File: src/rtl/rgb_uart_pkg.sv
// Shared types and byte constants for the UART-driven RGB LED controller.
package rgb_uart_pkg;

    typedef enum logic [1:0] {
        IDLE     = 2'd0,
        WAIT_ARG = 2'd1,
        ACK      = 2'd2
    } state_t;

    typedef enum logic [1:0] {
        CH_R = 2'd0,
        CH_G = 2'd1,
        CH_B = 2'd2
    } chan_t;

    localparam logic [7:0] CMD_R   = 8'h52;
    localparam logic [7:0] CMD_G   = 8'h47;
    localparam logic [7:0] CMD_B   = 8'h42;
    localparam logic [7:0] CMD_ON  = 8'h31;
    localparam logic [7:0] CMD_OFF = 8'h30;

    localparam logic [7:0] ACK_OK  = 8'h4B;
    localparam logic [7:0] ACK_ERR = 8'h3F;
    localparam logic [7:0] ACK_TMO = 8'h54;

    function automatic logic is_chan_cmd(input logic [7:0] b);
        return (b == CMD_R) || (b == CMD_G) || (b == CMD_B);
    endfunction

    function automatic chan_t chan_of(input logic [7:0] b);
        chan_t c;
        case (b)
            CMD_G:   c = CH_G;
            CMD_B:   c = CH_B;
            default: c = CH_R;
        endcase
        return c;
    endfunction

endpackage

File: src/rtl/rgb_pwm_gen.sv
// Three-channel PWM: one shared free-running counter, one registered comparator per channel.
module rgb_pwm_gen
    import rgb_uart_pkg::*;
#(
    parameter int PWM_BITS = 8
) (
    input  logic                hw_clk,
    input  logic                reset,
    input  logic [PWM_BITS-1:0] duty0_i,
    input  logic [PWM_BITS-1:0] duty1_i,
    input  logic [PWM_BITS-1:0] duty2_i,
    output logic                pwm0_o,
    output logic                pwm1_o,
    output logic                pwm2_o
);

    logic [PWM_BITS-1:0] cnt_q;
    logic                pwm0_q;
    logic                pwm1_q;
    logic                pwm2_q;

    // Duty 0 never exceeds the counter, so that channel stays low; all-ones is low only at the top count.
    always_ff @(posedge hw_clk) begin
        if (reset) begin
            cnt_q  <= '0;
            pwm0_q <= 1'b0;
            pwm1_q <= 1'b0;
            pwm2_q <= 1'b0;
        end else begin
            cnt_q  <= cnt_q + PWM_BITS'(1);
            pwm0_q <= (cnt_q < duty0_i);
            pwm1_q <= (cnt_q < duty1_i);
            pwm2_q <= (cnt_q < duty2_i);
        end
    end

    assign pwm0_o = pwm0_q;
    assign pwm1_o = pwm1_q;
    assign pwm2_o = pwm2_q;

endmodule

File: src/rtl/rgb_uart_ctrl.sv
// Byte-command parser: sets RGB duties and LED enable from UART bytes, returns one ack byte per command.
module rgb_uart_ctrl
    import rgb_uart_pkg::*;
#(
    parameter int PWM_BITS    = 8,
    parameter int ARG_TIMEOUT = 1_000_000
) (
    input  logic       hw_clk,
    input  logic       reset,
    input  logic       rx_valid,
    input  logic [7:0] rx_data,
    output logic       tx_valid,
    input  logic       tx_ready,
    output logic [7:0] tx_data,
    output logic       rgb0_pwm,
    output logic       rgb1_pwm,
    output logic       rgb2_pwm,
    output logic       led_en,
    output logic       rx_overrun,
    output state_t     dbg_state
);

    localparam int              TMO_W    = (ARG_TIMEOUT > 2) ? $clog2(ARG_TIMEOUT) : 1;
    localparam logic [TMO_W-1:0] TMO_LAST = TMO_W'(ARG_TIMEOUT - 1);

    state_t              state_q,   state_d;
    chan_t               chan_q,    chan_d;
    logic [TMO_W-1:0]    tmo_q,     tmo_d;
    logic [PWM_BITS-1:0] duty0_q,   duty0_d;
    logic [PWM_BITS-1:0] duty1_q,   duty1_d;
    logic [PWM_BITS-1:0] duty2_q,   duty2_d;
    logic                led_en_q,  led_en_d;
    logic                tx_valid_q, tx_valid_d;
    logic [7:0]          tx_data_q, tx_data_d;
    logic                ovr_q,     ovr_d;

    always_ff @(posedge hw_clk) begin
        if (reset) begin
            state_q    <= IDLE;
            chan_q     <= CH_R;
            tmo_q      <= '0;
            duty0_q    <= '0;
            duty1_q    <= '0;
            duty2_q    <= '0;
            led_en_q   <= 1'b0;
            tx_valid_q <= 1'b0;
            tx_data_q  <= 8'h00;
            ovr_q      <= 1'b0;
        end else begin
            state_q    <= state_d;
            chan_q     <= chan_d;
            tmo_q      <= tmo_d;
            duty0_q    <= duty0_d;
            duty1_q    <= duty1_d;
            duty2_q    <= duty2_d;
            led_en_q   <= led_en_d;
            tx_valid_q <= tx_valid_d;
            tx_data_q  <= tx_data_d;
            ovr_q      <= ovr_d;
        end
    end

    // tx handshake: tx_valid rises with tx_data loaded, both hold until a cycle with tx_valid && tx_ready;
    // the ack leaves on that edge. Bytes arriving while an ack is pending are dropped and flagged.
    always_comb begin
        state_d    = state_q;
        chan_d     = chan_q;
        tmo_d      = tmo_q;
        duty0_d    = duty0_q;
        duty1_d    = duty1_q;
        duty2_d    = duty2_q;
        led_en_d   = led_en_q;
        tx_valid_d = tx_valid_q;
        tx_data_d  = tx_data_q;
        ovr_d      = ovr_q;

        case (state_q)
            IDLE: begin
                if (rx_valid) begin
                    if (is_chan_cmd(rx_data)) begin
                        chan_d  = chan_of(rx_data);
                        tmo_d   = '0;
                        state_d = WAIT_ARG;
                    end else begin
                        tx_valid_d = 1'b1;
                        state_d    = ACK;
                        case (rx_data)
                            CMD_ON: begin
                                led_en_d  = 1'b1;
                                tx_data_d = ACK_OK;
                            end
                            CMD_OFF: begin
                                led_en_d  = 1'b0;
                                tx_data_d = ACK_OK;
                            end
                            default: tx_data_d = ACK_ERR;
                        endcase
                    end
                end
            end

            WAIT_ARG: begin
                if (rx_valid) begin
                    case (chan_q)
                        CH_G:    duty1_d = PWM_BITS'(rx_data);
                        CH_B:    duty2_d = PWM_BITS'(rx_data);
                        default: duty0_d = PWM_BITS'(rx_data);
                    endcase
                    tx_valid_d = 1'b1;
                    tx_data_d  = ACK_OK;
                    state_d    = ACK;
                end else if (tmo_q == TMO_LAST) begin
                    tx_valid_d = 1'b1;
                    tx_data_d  = ACK_TMO;
                    state_d    = ACK;
                end else begin
                    tmo_d = tmo_q + TMO_W'(1);
                end
            end

            ACK: begin
                if (rx_valid) begin
                    ovr_d = 1'b1;
                end
                if (tx_valid_q && tx_ready) begin
                    tx_valid_d = 1'b0;
                    state_d    = IDLE;
                end
            end

            default: state_d = IDLE;
        endcase
    end

    rgb_pwm_gen #(
        .PWM_BITS (PWM_BITS)
    ) u_pwm (
        .hw_clk  (hw_clk),
        .reset   (reset),
        .duty0_i (duty0_q),
        .duty1_i (duty1_q),
        .duty2_i (duty2_q),
        .pwm0_o  (rgb0_pwm),
        .pwm1_o  (rgb1_pwm),
        .pwm2_o  (rgb2_pwm)
    );

    assign tx_valid   = tx_valid_q;
    assign tx_data    = tx_data_q;
    assign led_en     = led_en_q;
    assign rx_overrun = ovr_q;
    assign dbg_state  = state_q;

endmodule

File: config.mk
export PLATFORM = sky130hd
export DESIGN_NAME = rgb_uart_ctrl
export DESIGN_NICKNAME = d
export VERILOG_FILES = /design/src/rtl/rgb_uart_pkg.sv /design/src/rtl/rgb_pwm_gen.sv /design/src/rtl/rgb_uart_ctrl.sv
export SDC_FILE = /design/constraint.sdc
export NUM_CORES = 1
export LEC_CHECK = 0
export BUFFER_PORTS_ARGS = -buffer_cell sky130_fd_sc_hd__buf_2
export CORE_UTILIZATION = 41
export DETAILED_ROUTE_END_ITERATION = 8
export GPL_TIMING_DRIVEN = 0
export PLACE_DENSITY = 0.69
export SYNTH_ARGS = -nofsm -noshare
export SYNTH_HDL_FRONTEND = slang
export SYNTH_SLANG_ARGS = --single-unit
File: constraint.sdc
create_clock -name hw_clk -period 2.88 [get_ports hw_clk]
set_input_delay 0.144 -clock hw_clk [delete_from_list [all_inputs] [get_ports hw_clk]]
set_output_delay 0.144 -clock hw_clk [all_outputs]
set_load 0.01 [all_outputs]
# == After elaboration in Yosys (flattened, before gate mapping) ==
# Cells that the tools add are included.
# Widths: inputs -> output; s select.
# word_totals
reg_bits,70
latchBits,0
mem_bits_rw,0
rom_bits,0
inputBits,12
memories,0
# op_classes
n_addsub,2
n_mul,0
div_mod_pow,0
magnitude_cmp,3
eq_ne,17
shifts,0
mux,25
bitwise,2
n_reduce_logical,19
# op_table
operator,count
$mux 20,4
$pmux 20 s2,1
$mux 8,4
$eq 8x7->1 const B,3
$lt 8x8->1,3
$add 20x1->20 const B,1
$eq 20x20->1 const B,1
$eq 8x6->1 const B,2
$pmux 8 s2,1
$reduce_and 3->1,5
$ne 2x2->1 const B,6
$mux 2,5
$reduce_and 5->1,2
$add 8x1->8 const B,1
$reduce_and 4->1,2
$mux 7,1
$pmux 2 s3,1
$mux 1,5
$eq 2x1->1 const B,2
$eq 2x2->1 const B,2
$pmux 2 s2,1
$reduce_bool 2->1,2
$reduce_or 2->1,2
$ne 3x3->1 const B,1
other kinds (8),10

# == Depth between registers and ports, before layout ==
# depth
ltp_word,6
ltp_mapped,8

# == Modules after synthesis ==
# Synthesis repeated with hierarchy kept, for this count alone.
# hier_totals
hier_cells,421
hier_area_um2,3432.0
# modules_own_cells
module,instances,cells_each,area_per_inst_um2,seq_area_each_um2
rgb_uart_ctrl,1,320,2549.9,1101.1
rgb_pwm_gen,1,101,882.1,220.2

# == Worst setup path after synthesis ==
# OpenSTA, ideal clock, no wires.
# synth_path
path_type,register to register
from,reg tmo_q[0]
to,reg tx_data_q[3] (netlist: tx_data[3])
arrival_ns,1.699
t_required_ns,2.794
setup_slack_ns,1.095
path_stages_with_launch,9
path_buffers,2
synth_period_minus_slack_ns,1.785
path_cell_list,dfxtp_1 ha_1 nand2_1 or2_1 o31ai_4 buf_6 buf_6 a21oi_1 a211oi_1
# synth_between
elab_chain_cells,3
# synth_lines
item,line_no,text
"start, declared",rgb_uart_ctrl.sv:28,"logic [TMO_W-1:0] tmo_q, tmo_d;"
"start signal, assigned",rgb_uart_ctrl.sv:52,tmo_q <= tmo_d;
$eq 20x20->1,rgb_uart_ctrl.sv:112,end else if (tmo_q == TMO_LAST) begin
$ne 3x3->1 (no line),n/a,
$reduce_and 4->1 (no line),n/a,
"end signal, assigned",rgb_uart_ctrl.sv:58,tx_data_q <= tx_data_d;
"end, declared",rgb_uart_ctrl.sv:34,"logic [7:0] tx_data_q, tx_data_d;"
# Every way passes these cells.
# A chain may end at the register's enable or synchronous reset.

# == Final worst setup path ==
# layout_path
from,reg tmo_q[0]
to,reg tmo_q[6]
# layout_between
elab_chain_cells,4
elab_cells_between_ends,7
cone_classes,1 x add/sub; 2 x eq/ne; 3 x mux; 1 x reduce/logical
# layout_lines
item,line_no,text
$add 20x1->20,rgb_uart_ctrl.sv:117,tmo_d = tmo_q + TMO_W'(1);
$mux 20,rgb_uart_ctrl.sv:112,
$mux 20,rgb_uart_ctrl.sv:103,if (rx_valid) begin
$pmux 20 s2,rgb_uart_ctrl.sv:77,case (state_q)
# Several ways; a longest one is shown, not always the timed one. The select of a mux whose other input is x is not followed.

==> results.yml <==
run_status:
  status: "finished, final reports clean"
clock_tree:
  clk_pin_slew_worst_paths_ps: 70
  cts_setup_buffers: 0
  clock_sinks: 66
  clockBufferDepth: 2
  clk_latency_ps: 350
  hold_buffers: 0
  cts_tree: "done"
  cts_made_buffers: 9
  cts.repair.resized: 0
  htreeDepth: 3
  cts_root_buf: "clkbuf_8"
setup_path:
  startpoint_type: "flop"
  crit_required_ps: 3180
  criticalPathCategory: "flop to flop"
  crit_fanout: 10
  arrival_ps: 2470
  worstSetupEndpointType: "flop"
timing:
  setup_viol: 0
  finalCritPeriodShare_pct: 75.3
  grt_setup_unrepaired: "false"
  fin_skew_ps: 7.99
  final_hold_viol_count: 0
  period_needed_ps: 2170
  slew_headroom_pct: 34.2
  worst_pin_slew_ps: 978
  fmax_mhz: 461
  tns_ps: 0
  slew_viol_final: 0
route:
  vias: 3100
  postRouteAntennaNets: 0
  firstDrtPassIters: 5
  wl_mm: 8.72
  wl_per_cell_um: 15.3
  vias_per_cell: 5.43
  drt_iter0_drc: 259
  drc: 0
finish:
  final_cell_mix: "74 x nand2_1, 66 x dfxtp_1, 50 x a21oi_1"
  drive_above_1_share_pct: 12.2
  final_nets: 498
  syn_to_final_growth_pct: 13.0
  final_common_cell: "nand2_1"
  diodes: 0
  fill_cells: 785
global_route:
  antenna_found_initial: 0
  grt_max_degree: 12
  grt_pass1_vias: 2904
  track_usage_pct: 21.3
  grt_pass1_wl_mm: 14.4
  overflow: 0
floorplan:
  rows: 33
  boundaryPins: 28
  fp.coreArea_mm2: 0.00822
  dieArea_mm2: 0.00890
  start_util_pct: 42.6
  die_h_um: 94.4
  fp.dieW_um: 94.4
yosys:
  ys.warnings.count: 0
  avgSynthCellArea_um2: 8.23
  synth_cell_types: 53
  synthCells: 425
  synth_edf_count: 0
  ys_seq_elements: 66
  syn-cell-area_mm2: 0.00350
  synthArstFlopShare_pct: 0
  yosysSeqAreaShare_pct: 37.8
  synth_flop_cell: "dfxtp_1"
  syn-num-nets: 462
power:
  p_leak_nw: 1.50
  vdd_drop_max_v: 0.000348
  powerDensity_mw_per_mm2: 480
  power_mw: 1.90
place:
  place.port_buffers: 25
  place_hpwl_mm: 6.30
  place_congestion: 0.861
hold_path:
  hp-class: "primary input to flop"
flow_run:
  maxCapViolCount: 0
==> power breakdown <==
group          switching [mW]  total [mW]  leakage [nW]  internal (mW)
Combinational          0.0936       0.161         0.868         0.0679
Clock                   0.362       0.786        0.0966          0.424
Sequential             0.0193       0.949         0.534          0.930
Total                   0.475        1.90          1.50           1.42
==> layer usage <==
| layer | vias up | track usage [%] | routed length (um) |
|---|---|---|---|
| li1 | 1550 | - | - |
| met1 | 1456 | 29.7 | 4170 |
| met2 | 79 | 31.8 | 3900 |
| met3 | 15 | 3.86 | 474 |
| met4 | 0 | 9.74 | 178 |
| met5 | - | 0 | 0 |
==> path summary, 6_finish.rpt <==
| kind | cells past startpoint | to | start | slack (ps) |
|---|---|---|---|---|
| setup / recovery | 7 | tmo_q[6] | tmo_q[0] | 710 |
| hold / removal | 4 | tx_valid | tx_ready | 70 |
| setup reg to reg | 7 | tmo_q[6] | tmo_q[0] | 710 |
| hold reg to reg | 2 | duty2_q[2] | duty2_q[2] | 460 |
==> stage by stage <==
step                      hold WS (ps)  setup slack, ps  util, %  std cells  instance area (um^2)
after floorplan                    280             1100        -        425                  3500
after global placement             438              760     45.7        555                  3750
after detailed placement           439              725     45.7        555                  3750
after CTS                         71.7              745     48.1        571                  3950
after global routing              94.1              528     48.1        571                  3950
final                             73.3              712     48.1        571                  3950
==> state kept, by name (all words and copies together), names as in the netlist, 2 cells and up <==
name	count
duty2_q	8
tx_data	4
dbg_state	2
u_pwm.cnt_q	8
chan_q	2
tmo_q	20
duty1_q	8
duty0_q	8
==> cell families after synthesis <==
group | Yosys count | synth area share (%)
DFF | 66 | 37.8
muxes | 10 | 2.86
xor gates and xnor gates | 6 | 1.50
buffers and inverters | 51 | 6.51
AOI/OAI and AO/OA | 103 | 19.5
and+or+nand+nor | 163 | 22.8
other | 1 | 0.107
adders and majority gates | 25 | 8.94
==> layout make-up <==
type,count,area [um^2],area share [%]
clock buffers,12,145,3.67
well taps,105,131,3.33
multi-input cells,308,1950,49.3
flip-flops and latches,66,1320,33.4
plain buffers,20,111,2.82
repair buffers,25,125,3.17
clock inverters,4,51.3,1.30
inverters,31,116,2.95
==> synthesized netlist by cell type, drive strengths merged, types with 2 or more instances <==
library cell / instances / area [um^2]
xor2: 4 / 35.0
o22ai: 3 / 18.8
a41oi: 2 / 17.5
buf: 11 / 77.6
a211oi: 9 / 67.6
and3: 7 / 43.8
ha: 25 / 313
a2111oi: 2 / 25.0
xnor2: 2 / 17.5
inv: 31 / 116
mux2i: 10 / 100
nor2: 25 / 93.8
o2111ai: 3 / 32.5
a311oi: 3 / 26.3
nor3: 5 / 25.0
nor4: 3 / 33.8
nand4: 3 / 18.8
nor2b: 2 / 12.5
o31a: 4 / 35.0
o21ai: 8 / 40.0
nor4b: 2 / 32.5
a31oi: 2 / 12.5
nand2b: 11 / 68.8
clkbuf: 9 / 33.8
and3b: 3 / 26.3
dfxtp: 66 / 1320
a21o: 9 / 67.6
a21oi: 50 / 250
nand2: 74 / 278
or2: 4 / 25.0
nand3: 20 / 105
==> worst max-delay path: stages (launching register included) <==
cell	delay, ps
dfxtp_1	420
ha_1	260
nand2_1	110
or2_1	290
o31a_1	250
buf_2	180
nor2_1	350
o221a_1	240
Note: power is estimated with default switching activity, not from simulation.
